**src/rtl/rotor_sincos_cordic.sv**
```systemverilog
// Sign-magnitude sin/cos of a rotor angle: 2*pi range reduction, quadrant fold, then circular CORDIC.
// Define SINCOS_SAT_EN to clamp output magnitudes to 1.0; by default raw CORDIC magnitudes are output.
module rotor_sincos_cordic #(
    parameter int N    = 24,
    parameter int Q    = 12,
    parameter int ITER = 14
) (
    input  logic         clk,
    input  logic         reset,
    input  logic         start,
    input  logic [N-1:0] Qr,
    output logic [N-1:0] SinQ,
    output logic [N-1:0] CosQ,
    output logic         busy,
    output logic         valid
);

    localparam int G  = 4;
    localparam int W  = N + 2 + G;
    localparam int AW = N + 1;
    localparam int CW = (ITER > 1) ? $clog2(ITER) : 1;

    localparam int PI_I      = $rtoi(3.14159265358979 * (2.0 ** Q) + 0.5);
    localparam int HALF_PI_I = $rtoi(1.57079632679490 * (2.0 ** Q) + 0.5);
    localparam int TWO_PI_I  = $rtoi(6.28318530717959 * (2.0 ** Q) + 0.5);
    localparam int K_I       = $rtoi(0.60725293500888 * (2.0 ** Q) + 0.5);
`ifdef SINCOS_SAT_EN
    localparam int ONE_I     = 1 << Q;
`endif

    localparam logic signed [AW-1:0] PI_A      = AW'(PI_I);
    localparam logic signed [AW-1:0] HALF_PI_A = AW'(HALF_PI_I);
    localparam logic signed [AW-1:0] TWO_PI_A  = AW'(TWO_PI_I);
    localparam logic signed [W-1:0]  X0        = W'(K_I) <<< G;
    localparam logic signed [W-1:0]  ROUND_W   = W'(1) <<< (G - 1);
    localparam logic [CW-1:0]        LAST_IT   = CW'(ITER - 1);

    typedef enum logic [2:0] {IDLE, REDUCE, FOLD, ROTATE, DONE} state_t;

    state_t               state;
    logic signed [AW-1:0] ang;
    logic signed [AW-1:0] ang_in;
    logic signed [AW-1:0] abs_ang;
    logic signed [AW-1:0] fold_mag;
    logic signed [AW-1:0] folded;
    logic signed [W-1:0]  x;
    logic signed [W-1:0]  y;
    logic signed [W-1:0]  z;
    logic signed [W-1:0]  x_sh;
    logic signed [W-1:0]  y_sh;
    logic signed [W-1:0]  x_nx;
    logic signed [W-1:0]  y_nx;
    logic signed [W-1:0]  z_nx;
    logic [CW-1:0]        cnt;
    logic                 neg_cos;
    logic signed [W-1:0]  atan_tab [ITER];

    // arctan(2^-i) in the datapath's Q+G fractional format, fixed at elaboration
    for (genvar g = 0; g < ITER; g++) begin : g_atan
        localparam int A_I = $rtoi($atan(2.0 ** (-g)) * (2.0 ** (Q + G)) + 0.5);
        assign atan_tab[g] = W'(A_I);
    end

    // Round the Q+G datapath value back to Q and pack as sign-magnitude with no negative zero
    function automatic logic [N-1:0] to_sm(input logic signed [W-1:0] v);
        logic signed [W-1:0] r;
        logic [N-2:0]        mag;
        r   = (v + ROUND_W) >>> G;
        mag = (N-1)'(r[W-1] ? -r : r);
`ifdef SINCOS_SAT_EN
        if (mag > (N-1)'(ONE_I)) mag = (N-1)'(ONE_I);
`endif
        return {r[W-1] && (mag != '0), mag};
    endfunction

    always_comb begin
        ang_in   = Qr[N-1] ? -AW'({1'b0, Qr[N-2:0]}) : AW'({1'b0, Qr[N-2:0]});
        abs_ang  = ang[AW-1] ? -ang : ang;
        fold_mag = PI_A - abs_ang;
        folded   = ang[AW-1] ? -fold_mag : fold_mag;
        x_sh     = x >>> cnt;
        y_sh     = y >>> cnt;
        if (z[W-1]) begin
            x_nx = x + y_sh;
            y_nx = y - x_sh;
            z_nx = z + atan_tab[cnt];
        end else begin
            x_nx = x - y_sh;
            y_nx = y + x_sh;
            z_nx = z - atan_tab[cnt];
        end
    end

    // Outputs are written on the final rotation edge so valid and the new result appear together in DONE
    always_ff @(posedge clk or negedge reset) begin
        if (!reset) begin
            state   <= IDLE;
            ang     <= '0;
            x       <= '0;
            y       <= '0;
            z       <= '0;
            cnt     <= '0;
            neg_cos <= 1'b0;
            SinQ    <= '0;
            CosQ    <= '0;
            busy    <= 1'b0;
            valid   <= 1'b0;
        end else begin
            valid <= 1'b0;
            case (state)
                IDLE: begin
                    if (start) begin
                        ang     <= ang_in;
                        neg_cos <= 1'b0;
                        busy    <= 1'b1;
                        state   <= REDUCE;
                    end
                end
                REDUCE: begin
                    if (abs_ang > PI_A) begin
                        ang <= ang[AW-1] ? ang + TWO_PI_A : ang - TWO_PI_A;
                    end else begin
                        state <= FOLD;
                    end
                end
                FOLD: begin
                    if (abs_ang > HALF_PI_A) begin
                        z       <= W'(folded) <<< G;
                        neg_cos <= 1'b1;
                    end else begin
                        z       <= W'(ang) <<< G;
                        neg_cos <= 1'b0;
                    end
                    x     <= X0;
                    y     <= '0;
                    cnt   <= '0;
                    state <= ROTATE;
                end
                ROTATE: begin
                    x <= x_nx;
                    y <= y_nx;
                    z <= z_nx;
                    if (cnt == LAST_IT) begin
                        SinQ  <= to_sm(y_nx);
                        CosQ  <= to_sm(neg_cos ? -x_nx : x_nx);
                        busy  <= 1'b0;
                        valid <= 1'b1;
                        state <= DONE;
                    end else begin
                        cnt <= cnt + 1'b1;
                    end
                end
                DONE: begin
                    state <= IDLE;
                end
                default: begin
                    state <= IDLE;
                end
            endcase
        end
    end

endmodule

```
**config.mk**
```make
export PLATFORM = sky130hd
export DESIGN_NAME = rotor_sincos_cordic
export DESIGN_NICKNAME = d
export VERILOG_FILES = /design/src/rtl/rotor_sincos_cordic.sv
export SDC_FILE = /design/constraint.sdc
export NUM_CORES = 1
export LEC_CHECK = 0
export BUFFER_PORTS_ARGS = -buffer_cell sky130_fd_sc_hd__buf_2
export CORE_MARGIN = 2
export CORE_UTILIZATION = 50
export CTS_CLUSTER_SIZE = 40
export DETAILED_ROUTE_END_ITERATION = 8
export PLACE_DENSITY = 0.69
export SYNTH_ARGS = -nofsm -noshare
export SYNTH_HDL_FRONTEND = slang
export SYNTH_SLANG_ARGS = --single-unit
```
**constraint.sdc**
```tcl
create_clock -name clk -period 7.3 [get_ports clk]
set_input_delay 0.73 -clock clk [delete_from_list [all_inputs] [get_ports clk]]
set_output_delay 0.73 -clock clk [all_outputs]
set_load 0.02 [all_outputs]
```
==> impl_results.html, run 1 <==
<table>
<tr><th>Metric</th><th>Value</th></tr>
<tr><th colspan="2">Run status</th></tr>
<tr><td>Outcome</td><td>finished, violations left</td></tr>
<tr><td>Violations in the final reports</td><td>negative setup slack</td></tr>
<tr><th colspan="2">Floorplanning</th></tr>
<tr><td>Cell Rows</td><td>78</td></tr>
<tr><td>Core outline area</td><td>0.0456 mm2</td></tr>
<tr><td>Total I/O pin count</td><td>77</td></tr>
<tr><td>Die height</td><td>219 um</td></tr>
<tr><td>Die X-Extent</td><td>219 um</td></tr>
<tr><td>Overall die area</td><td>0.0481 mm2</td></tr>
<tr><td>Initial cell density of the core</td><td>50.8%</td></tr>
<tr><th colspan="2">Setup path</th></tr>
<tr><td>Startpoint of the worst register-to-register path</td><td>cnt[0]</td></tr>
<tr><td>Max stage delay cell, worst path</td><td>sky130_fd_sc_hd__or4_4</td></tr>
<tr><td>Required time at the endpoint of the critical path</td><td>7680 ps</td></tr>
<tr><td>Register-to-register path setup slack</td><td>-160 ps</td></tr>
<tr><td>Largest fanout on the critical path</td><td>5</td></tr>
<tr><td>Worst r2r dst</td><td>SinQ[23]</td></tr>
<tr><td>Slowest cell delay on critical path</td><td>540 ps</td></tr>
<tr><td>Startpoint of the worst setup timing path</td><td>cnt[0]</td></tr>
<tr><td>Start-to-end type of the worst setup path</td><td>reg -&gt; reg</td></tr>
<tr><td>Worst Reg2Reg Path Length in Cells</td><td>30</td></tr>
<tr><td>Crit path top cell by count</td><td>sky130_fd_sc_hd__or4_4</td></tr>
<tr><td>Startpoint Class</td><td>flop</td></tr>
<tr><td>Critical Path AT</td><td>7830 ps</td></tr>
<tr><td>Worst setup EP type</td><td>flop</td></tr>
<tr><th colspan="2">Cells and area</th></tr>
<tr><td>Count of inserted antenna diode cells</td><td>0</td></tr>
<tr><td>Final Net Count</td><td>3672</td></tr>
<tr><td>Synth-to-layout area growth</td><td>28.3%</td></tr>
<tr><td>Most frequent cells in the layout</td><td>566 x sky130_fd_sc_hd__buf_4, 360 x sky130_fd_sc_hd__nand2_1, 243 x sky130_fd_sc_hd__o21ai_0</td></tr>
<tr><td>Final core utilization</td><td>65.2%</td></tr>
<tr><td>Leading cell type in the layout, fill and taps excluded</td><td>sky130_fd_sc_hd__buf_4</td></tr>
<tr><td>Fraction of layout cells with a size suffix above 1</td><td>27.7%</td></tr>
<tr><th colspan="2">Placement</th></tr>
<tr><td>Number of buffer cells added on primary ports</td><td>76</td></tr>
<tr><td>Final GP Congestion</td><td>0.963</td></tr>
<tr><td>Detailed-placement wirelength estimate</td><td>59500 um</td></tr>
<tr><th colspan="2">CTS</th></tr>
<tr><td>Clk Latency, worst-skew pair</td><td>510 ps</td></tr>
<tr><td>Clock Sinks</td><td>173</td></tr>
<tr><td>Clock tree from TritonCTS</td><td>yes</td></tr>
<tr><td>Clock transition at the register clock pins on the worst setup and hold paths after CTS</td><td>80 ps</td></tr>
<tr><td>Deepest level of the CTS H-tree</td><td>4</td></tr>
<tr><td>Root buf cell</td><td>sky130_fd_sc_hd__clkbuf_16</td></tr>
<tr><td>Maximum buffer depth of the clock tree</td><td>2</td></tr>
<tr><td>Number of buffers created by CTS</td><td>17</td></tr>
<tr><td>Cts hold-fix bufs</td><td>0</td></tr>
<tr><th colspan="2">Global route</th></tr>
<tr><td>Pin count of the biggest net entering global routing</td><td>94</td></tr>
<tr><td>Number of antenna violations at the first check in global routing</td><td>1</td></tr>
<tr><td>Via count of the first global-routing pass</td><td>24.2k</td></tr>
<tr><td>Global-route wire length before repair</td><td>125000 um</td></tr>
<tr><td>GRT Total Usage</td><td>32.4%</td></tr>
<tr><td>Residual overflow from global routing</td><td>0</td></tr>
<tr><th colspan="2">Route</th></tr>
<tr><td>Starting DRC count in detailed routing</td><td>1890</td></tr>
<tr><td>Final ANT Viol Nets</td><td>0</td></tr>
<tr><td>Total Routed Length</td><td>77800 um</td></tr>
<tr><td>Average wire per cell in the routed design</td><td>18.9 um</td></tr>
<tr><td>Number of search-and-repair iterations in the first detailed-routing pass</td><td>6</td></tr>
<tr><td>Per-cell via count in the routed design</td><td>5.99</td></tr>
<tr><td>Remaining routing DRC violations</td><td>0</td></tr>
<tr><td>Total vias in the final route</td><td>24.7k</td></tr>
<tr><th colspan="2">STA</th></tr>
<tr><td>Max Fclk</td><td>0.134 GHz</td></tr>
<tr><td>Final worst slack</td><td>-156 ps</td></tr>
<tr><td>Least-Margin Pin Slew</td><td>957 ps</td></tr>
<tr><td>Crit share post-route</td><td>102%</td></tr>
<tr><td>Worst Hold Slack</td><td>171 ps</td></tr>
<tr><td>Min Tclk post-route</td><td>7460 ps</td></tr>
<tr><td>Total of endpoints with negative setup slack in the final report</td><td>2</td></tr>
<tr><td>Unrepaired setup endpoints after global routing</td><td>true</td></tr>
<tr><td>Final Hold Vio Count</td><td>0</td></tr>
<tr><td>Setup clock skew after layout</td><td>18.0 ps</td></tr>
<tr><td>Max-Slew Margin vs Limit</td><td>35.9%</td></tr>
<tr><td>Number of max-slew violations in the final report</td><td>0</td></tr>
<tr><th colspan="2">Flow run</th></tr>
<tr><td>Max_cap viols</td><td>0</td></tr>
<tr><th colspan="2">Logic synthesis</th></tr>
<tr><td>Seq/Total Area, Yosys</td><td>18.7%</td></tr>
<tr><td>Synthesized area per cell</td><td>7.76 um2</td></tr>
<tr><td>Post-Syn Nets</td><td>3146</td></tr>
<tr><td>Count of flip-flops with a built-in enable after synthesis</td><td>0</td></tr>
<tr><td>Gate Count Post-Synth</td><td>2986</td></tr>
<tr><td>Yosys warns</td><td>0</td></tr>
<tr><td>Synth cell types</td><td>121</td></tr>
<tr><td>Synthesized flop and latch total</td><td>173</td></tr>
<tr><td>Main flop type after synthesis</td><td>sky130_fd_sc_hd__dfrtp_1</td></tr>
<tr><td>Async set-or-reset flop fraction in the synthesized netlist</td><td>100%</td></tr>
<tr><td>Combined area of all synthesized cells</td><td>0.0232 mm2</td></tr>
<tr><th colspan="2">Worst hold path</th></tr>
<tr><td>Worst hold-check path type</td><td>in -&gt; async</td></tr>
</table>
## kinds of logic after synthesis
group           share of synthesized area [%]
simple gates                             21.8
xor+xnor                                 13.7
fa+ha+maj                                7.36
flops                                    18.7
buf+inv                                  4.55
mux                                      9.10
compound gates                           24.8
## metrics by stage
stage	instance area [um2]	TNS, ps	instances	setup WS (ps)
final	29700	-182	4124	-156
after global routing	29700	-1420	4124	-384
after CTS	29000	-36.3	4100	-36.3
after detailed placement	27800	-2420	4042	-469
after global placement	27800	-489	4042	-242
after floorplan	23200	0	2986	13.4
## layout make-up
cell class              instances  area (um2)
multi-input cells            2561       18600
fillers                      3850       15900
repair buffers                670        5070
flip-flops and latches        173        4340
well taps                     600         751
clock buffers                  22         474
inverters                      89         334
clock inverters                 9         111
## synthesized netlist by cell type, types with 10 or more instances
cell / n / area [um2]
sky130_fd_sc_hd__nand2_1: 367 / 1380
sky130_fd_sc_hd__ha_1: 129 / 1610
sky130_fd_sc_hd__nand4_1: 16 / 100
sky130_fd_sc_hd__nor3_1: 54 / 270
sky130_fd_sc_hd__nor2b_1: 21 / 131
sky130_fd_sc_hd__o21ai_1: 12 / 60.1
sky130_fd_sc_hd__buf_1: 14 / 52.6
sky130_fd_sc_hd__mux2_2: 24 / 270
sky130_fd_sc_hd__or4_1: 16 / 120
sky130_fd_sc_hd__nand3b_1: 12 / 90.1
sky130_fd_sc_hd__a21oi_1: 240 / 1200
sky130_fd_sc_hd__a31oi_1: 41 / 257
sky130_fd_sc_hd__inv_1: 85 / 319
sky130_fd_sc_hd__a211oi_1: 23 / 173
sky130_fd_sc_hd__xor2_1: 132 / 1160
sky130_fd_sc_hd__buf_2: 13 / 65.1
sky130_fd_sc_hd__dfrtp_1: 173 / 4330
sky130_fd_sc_hd__a41oi_1: 15 / 131
sky130_fd_sc_hd__xnor2_1: 214 / 1870
sky130_fd_sc_hd__or2_2: 13 / 81.3
sky130_fd_sc_hd__and2_1: 32 / 200
sky130_fd_sc_hd__o21a_1: 28 / 210
sky130_fd_sc_hd__mux4_2: 54 / 1220
sky130_fd_sc_hd__a22o_1: 18 / 158
sky130_fd_sc_hd__nand2b_1: 31 / 194
sky130_fd_sc_hd__nor2_1: 249 / 935
sky130_fd_sc_hd__o21ai_0: 259 / 1300
sky130_fd_sc_hd__o211ai_1: 34 / 255
sky130_fd_sc_hd__clkbuf_1: 121 / 454
sky130_fd_sc_hd__a21o_1: 47 / 353
sky130_fd_sc_hd__mux2i_1: 62 / 621
sky130_fd_sc_hd__nand3_1: 69 / 345
sky130_fd_sc_hd__or3_1: 37 / 231
sky130_fd_sc_hd__and4_1: 10 / 87.6
sky130_fd_sc_hd__nor4_1: 18 / 113
sky130_fd_sc_hd__o31ai_1: 31 / 233
sky130_fd_sc_hd__and3_1: 28 / 175
sky130_fd_sc_hd__o21bai_1: 17 / 128
## registers in the layout (all words and copies together) (netlist names), 3 cells and up
register  cells
CosQ         24
SinQ         24
ang          25
cnt           4
state         3
x            30
y            30
z            30
## layer usage
layer / track usage (%) / part of all wire [%] / vias to the layer above
met2: 55.8 / 48 / 806
met1: 40.2 / 42 / 11821
met3: 4.64 / 5.4 / 186
met5: 0 / 0 / -
met4: 13.9 / 4.0 / 0
li1: - / - / 11907
## timing repair
action | CTS | global route
gates cloned | 2 | 1
setup endpoints to repair | 32 | 39
pin swaps | 31 | 33
buffers inserted | 25 | 25
gates resized for setup | 78 | 115
## critical path: cells and delay by family (launching register included)
kind	cells	cell delay [ps]
DFF	1	520
buffers and inverters	5	710
and+or+nand+nor	11	3020
xor gates and xnor gates	2	540
AOI/OAI and AO/OA	8	1330
muxes	2	710
adders and majority gates	2	470
## how the worst max path moves through the flow
stage	end	depth (start not counted)
2_1_floorplan	CosQ[23]	33
3_3_place_gp	CosQ[23]	30
3_5_place_dp	CosQ[23]	31
4_1_cts	CosQ[23]	32
5_1_grt	CosQ[23]	33
6_report	SinQ[23]	30
Power of run 1 is left out: the tool's default activity adds up to more than one toggle a clock period on the data nets, which glitch-free logic cannot reach.
==> run 2, diff against run 1 <==
- SKIP_LAST_GASP: not set -> 1
==> run 2 against run 1 <==
The flow still finishes with violations (negative setup slack). Setup slack got worse by 21 ps. Critical path depth increased by 1. Fmax decreased by 0.29%. Sequential share of layout area about the same. Flip-flop and latch count unchanged. Worst hold slack improved by 5.8 ps. Cell area decreased by 0.21%. Register-to-register slack got worse by 20 ps. First-iteration DRC count increased by 2.7%. Via count increased by 0.16%. Die area unchanged. Wire length about the same.
==> impl_results.html, run 2 (same netlist as run 1, synthesis figures left out) <==
<table>
<tr><th>Metric</th><th>Value</th></tr>
<tr><th colspan="2">Run status</th></tr>
<tr><td>Outcome</td><td>finished, violations left</td></tr>
<tr><td>Violations in the final reports</td><td>negative setup slack</td></tr>
<tr><th colspan="2">Route</th></tr>
<tr><td>Average wire per cell in the routed design</td><td>18.8 um</td></tr>
<tr><td>Starting DRC count in detailed routing</td><td>1941</td></tr>
<tr><td>Total Routed Length</td><td>77700 um</td></tr>
<tr><td>Final ANT Viol Nets</td><td>0</td></tr>
<tr><td>Total vias in the final route</td><td>24.8k</td></tr>
<tr><td>Number of search-and-repair iterations in the first detailed-routing pass</td><td>6</td></tr>
<tr><td>Per-cell via count in the routed design</td><td>6.00</td></tr>
<tr><td>Remaining routing DRC violations</td><td>0</td></tr>
<tr><th colspan="2">STA</th></tr>
<tr><td>Total of endpoints with negative setup slack in the final report</td><td>3</td></tr>
<tr><td>Final worst slack</td><td>-178 ps</td></tr>
<tr><td>Least-Margin Pin Slew</td><td>959 ps</td></tr>
<tr><td>Max Fclk</td><td>0.134 GHz</td></tr>
<tr><td>Unrepaired setup endpoints after global routing</td><td>true</td></tr>
<tr><td>Max-Slew Margin vs Limit</td><td>35.9%</td></tr>
<tr><td>Setup clock skew after layout</td><td>18.8 ps</td></tr>
<tr><td>Worst Hold Slack</td><td>177 ps</td></tr>
<tr><td>Crit share post-route</td><td>102%</td></tr>
<tr><td>Final Hold Vio Count</td><td>0</td></tr>
<tr><td>Min Tclk post-route</td><td>7480 ps</td></tr>
<tr><td>Number of max-slew violations in the final report</td><td>0</td></tr>
<tr><td>Sum Neg Setup Slack</td><td>-385 ps</td></tr>
<tr><th colspan="2">Setup path</th></tr>
<tr><td>Start-to-end type of the worst setup path</td><td>reg -&gt; reg</td></tr>
<tr><td>Largest fanout on the critical path</td><td>8</td></tr>
<tr><td>Family with the most delay on the worst path</td><td>simple AND/OR/NAND/NOR gates</td></tr>
<tr><td>Crit path top cell by count</td><td>sky130_fd_sc_hd__or4_4</td></tr>
<tr><td>Worst Path Buf+Inv</td><td>5</td></tr>
<tr><td>Register-to-register path setup slack</td><td>-180 ps</td></tr>
<tr><td>Required time at the endpoint of the critical path</td><td>7680 ps</td></tr>
<tr><td>Worst setup EP type</td><td>flop</td></tr>
<tr><td>Slowest cell delay on critical path</td><td>540 ps</td></tr>
<tr><td>WP depth</td><td>31</td></tr>
<tr><td>Startpoint Class</td><td>flop</td></tr>
<tr><td>Max stage delay cell, worst path</td><td>sky130_fd_sc_hd__or4_4</td></tr>
<tr><td>Worst Reg2Reg Path Length in Cells</td><td>31</td></tr>
<tr><td>Critical Path AT</td><td>7850 ps</td></tr>
<tr><th colspan="2">Floorplanning</th></tr>
<tr><td>Die height</td><td>219 um</td></tr>
<tr><td>Initial cell density of the core</td><td>50.8%</td></tr>
<tr><td>Total I/O pin count</td><td>77</td></tr>
<tr><td>Die X-Extent</td><td>219 um</td></tr>
<tr><td>Cell Rows</td><td>78</td></tr>
<tr><td>Overall die area</td><td>0.0481 mm2</td></tr>
<tr><td>Core outline area</td><td>0.0456 mm2</td></tr>
<tr><th colspan="2">Cells and area</th></tr>
<tr><td>Leading cell type in the layout, fill and taps excluded</td><td>sky130_fd_sc_hd__buf_4</td></tr>
<tr><td>Final instance area</td><td>0.0297 mm2</td></tr>
<tr><td>Registers with the highest flip-flop counts</td><td>x (30), y (30), z (30)</td></tr>
<tr><td>Most frequent cells in the layout</td><td>572 x sky130_fd_sc_hd__buf_4, 360 x sky130_fd_sc_hd__nand2_1, 244 x sky130_fd_sc_hd__o21ai_0</td></tr>
<tr><td>Synth-to-layout area growth</td><td>28.1%</td></tr>
<tr><td>Final Net Count</td><td>3672</td></tr>
<tr><td>Fraction of layout cells with a size suffix above 1</td><td>27.6%</td></tr>
<tr><td>Count of inserted antenna diode cells</td><td>0</td></tr>
<tr><th colspan="2">Global route</th></tr>
<tr><td>Residual overflow from global routing</td><td>0</td></tr>
<tr><td>Global-route wire length before repair</td><td>125000 um</td></tr>
<tr><td>Number of antenna violations at the first check in global routing</td><td>1</td></tr>
<tr><td>GRT Total Usage</td><td>32.4%</td></tr>
<tr><td>Pin count of the biggest net entering global routing</td><td>94</td></tr>
<tr><td>Via count of the first global-routing pass</td><td>24.2k</td></tr>
<tr><th colspan="2">Placement</th></tr>
<tr><td>Detailed-placement wirelength estimate</td><td>59500 um</td></tr>
<tr><td>Final GP Congestion</td><td>0.963</td></tr>
<tr><td>Setup WS pre-CTS</td><td>-469 ps</td></tr>
<tr><td>Standard cell area after detailed placement</td><td>0.0278 mm2</td></tr>
<tr><td>Number of buffer cells added on primary ports</td><td>76</td></tr>
<tr><th colspan="2">CTS</th></tr>
<tr><td>Maximum buffer depth of the clock tree</td><td>2</td></tr>
<tr><td>Root buf cell</td><td>sky130_fd_sc_hd__clkbuf_16</td></tr>
<tr><td>Number of buffers created by CTS</td><td>17</td></tr>
<tr><td>Deepest level of the CTS H-tree</td><td>4</td></tr>
<tr><td>Clock Sinks</td><td>173</td></tr>
<tr><td>Clock transition at the register clock pins on the worst setup and hold paths after CTS</td><td>80 ps</td></tr>
<tr><td>Clk Latency, worst-skew pair</td><td>510 ps</td></tr>
<tr><td>Clock tree from TritonCTS</td><td>yes</td></tr>
<tr><td>Cts hold-fix bufs</td><td>0</td></tr>
<tr><th colspan="2">Flow run</th></tr>
<tr><td>Max_cap viols</td><td>0</td></tr>
<tr><th colspan="2">Worst hold path</th></tr>
<tr><td>Worst hold-check path type</td><td>in -&gt; async</td></tr>
</table>
## run 2: cell counts in the layout (fill, tap and decap cells not counted)
Identical to the previous run, type by type.
## run 2: repair_timing
item                       CTS  global route
gates cloned                 2             1
buffers inserted            25            25
gates resized for setup     78           100
setup endpoints to repair   32            39
pin swaps                   31            33
hold endpoints to repair     0             0
## run 2: metrics by stage
step	std cells	utilization [%]
2_1_floorplan	2986	-
3_3_place_gp	4042	60.9
3_5_place_dp	4042	60.9
4_1_cts	4100	63.6
5_1_grt	4124	65.1
6_report	4124	65.1
## run 2: layer usage
| layer | vias to the layer above | global-route usage [%] | wire [um] |
|---|---|---|---|
| li1 | 11906 | - | - |
| met1 | 11871 | 40.2 | 32800 |
| met2 | 803 | 55.8 | 37700 |
| met3 | 179 | 4.64 | 4060 |
| met4 | 0 | 13.9 | 3120 |
| met5 | - | 0 | 0 |
## run 2: final cells by class
cell class	instances	area (um2)
Inverter	89	334
Multi-Input combinational cell	2561	18600
Tap cell	600	751
Timing Repair Buffer	670	5050
Sequential cell	173	4340
Clock inverter	9	111
Fill cell	3860	15900
Clock buffer	22	474
## run 2: final timing paths
| path | startpoint | end |
|---|---|---|
| min reg2reg | CosQ[21] | CosQ[21] |
| min | reset | x[22] |
| max in group asynchronous | reset | state[0] |
| max reg2reg | cnt[0] | SinQ[23] |
| min in group clk | CosQ[21] | CosQ[21] |
| max | cnt[0] | SinQ[23] |
Power of run 2 is left out for the same reason.
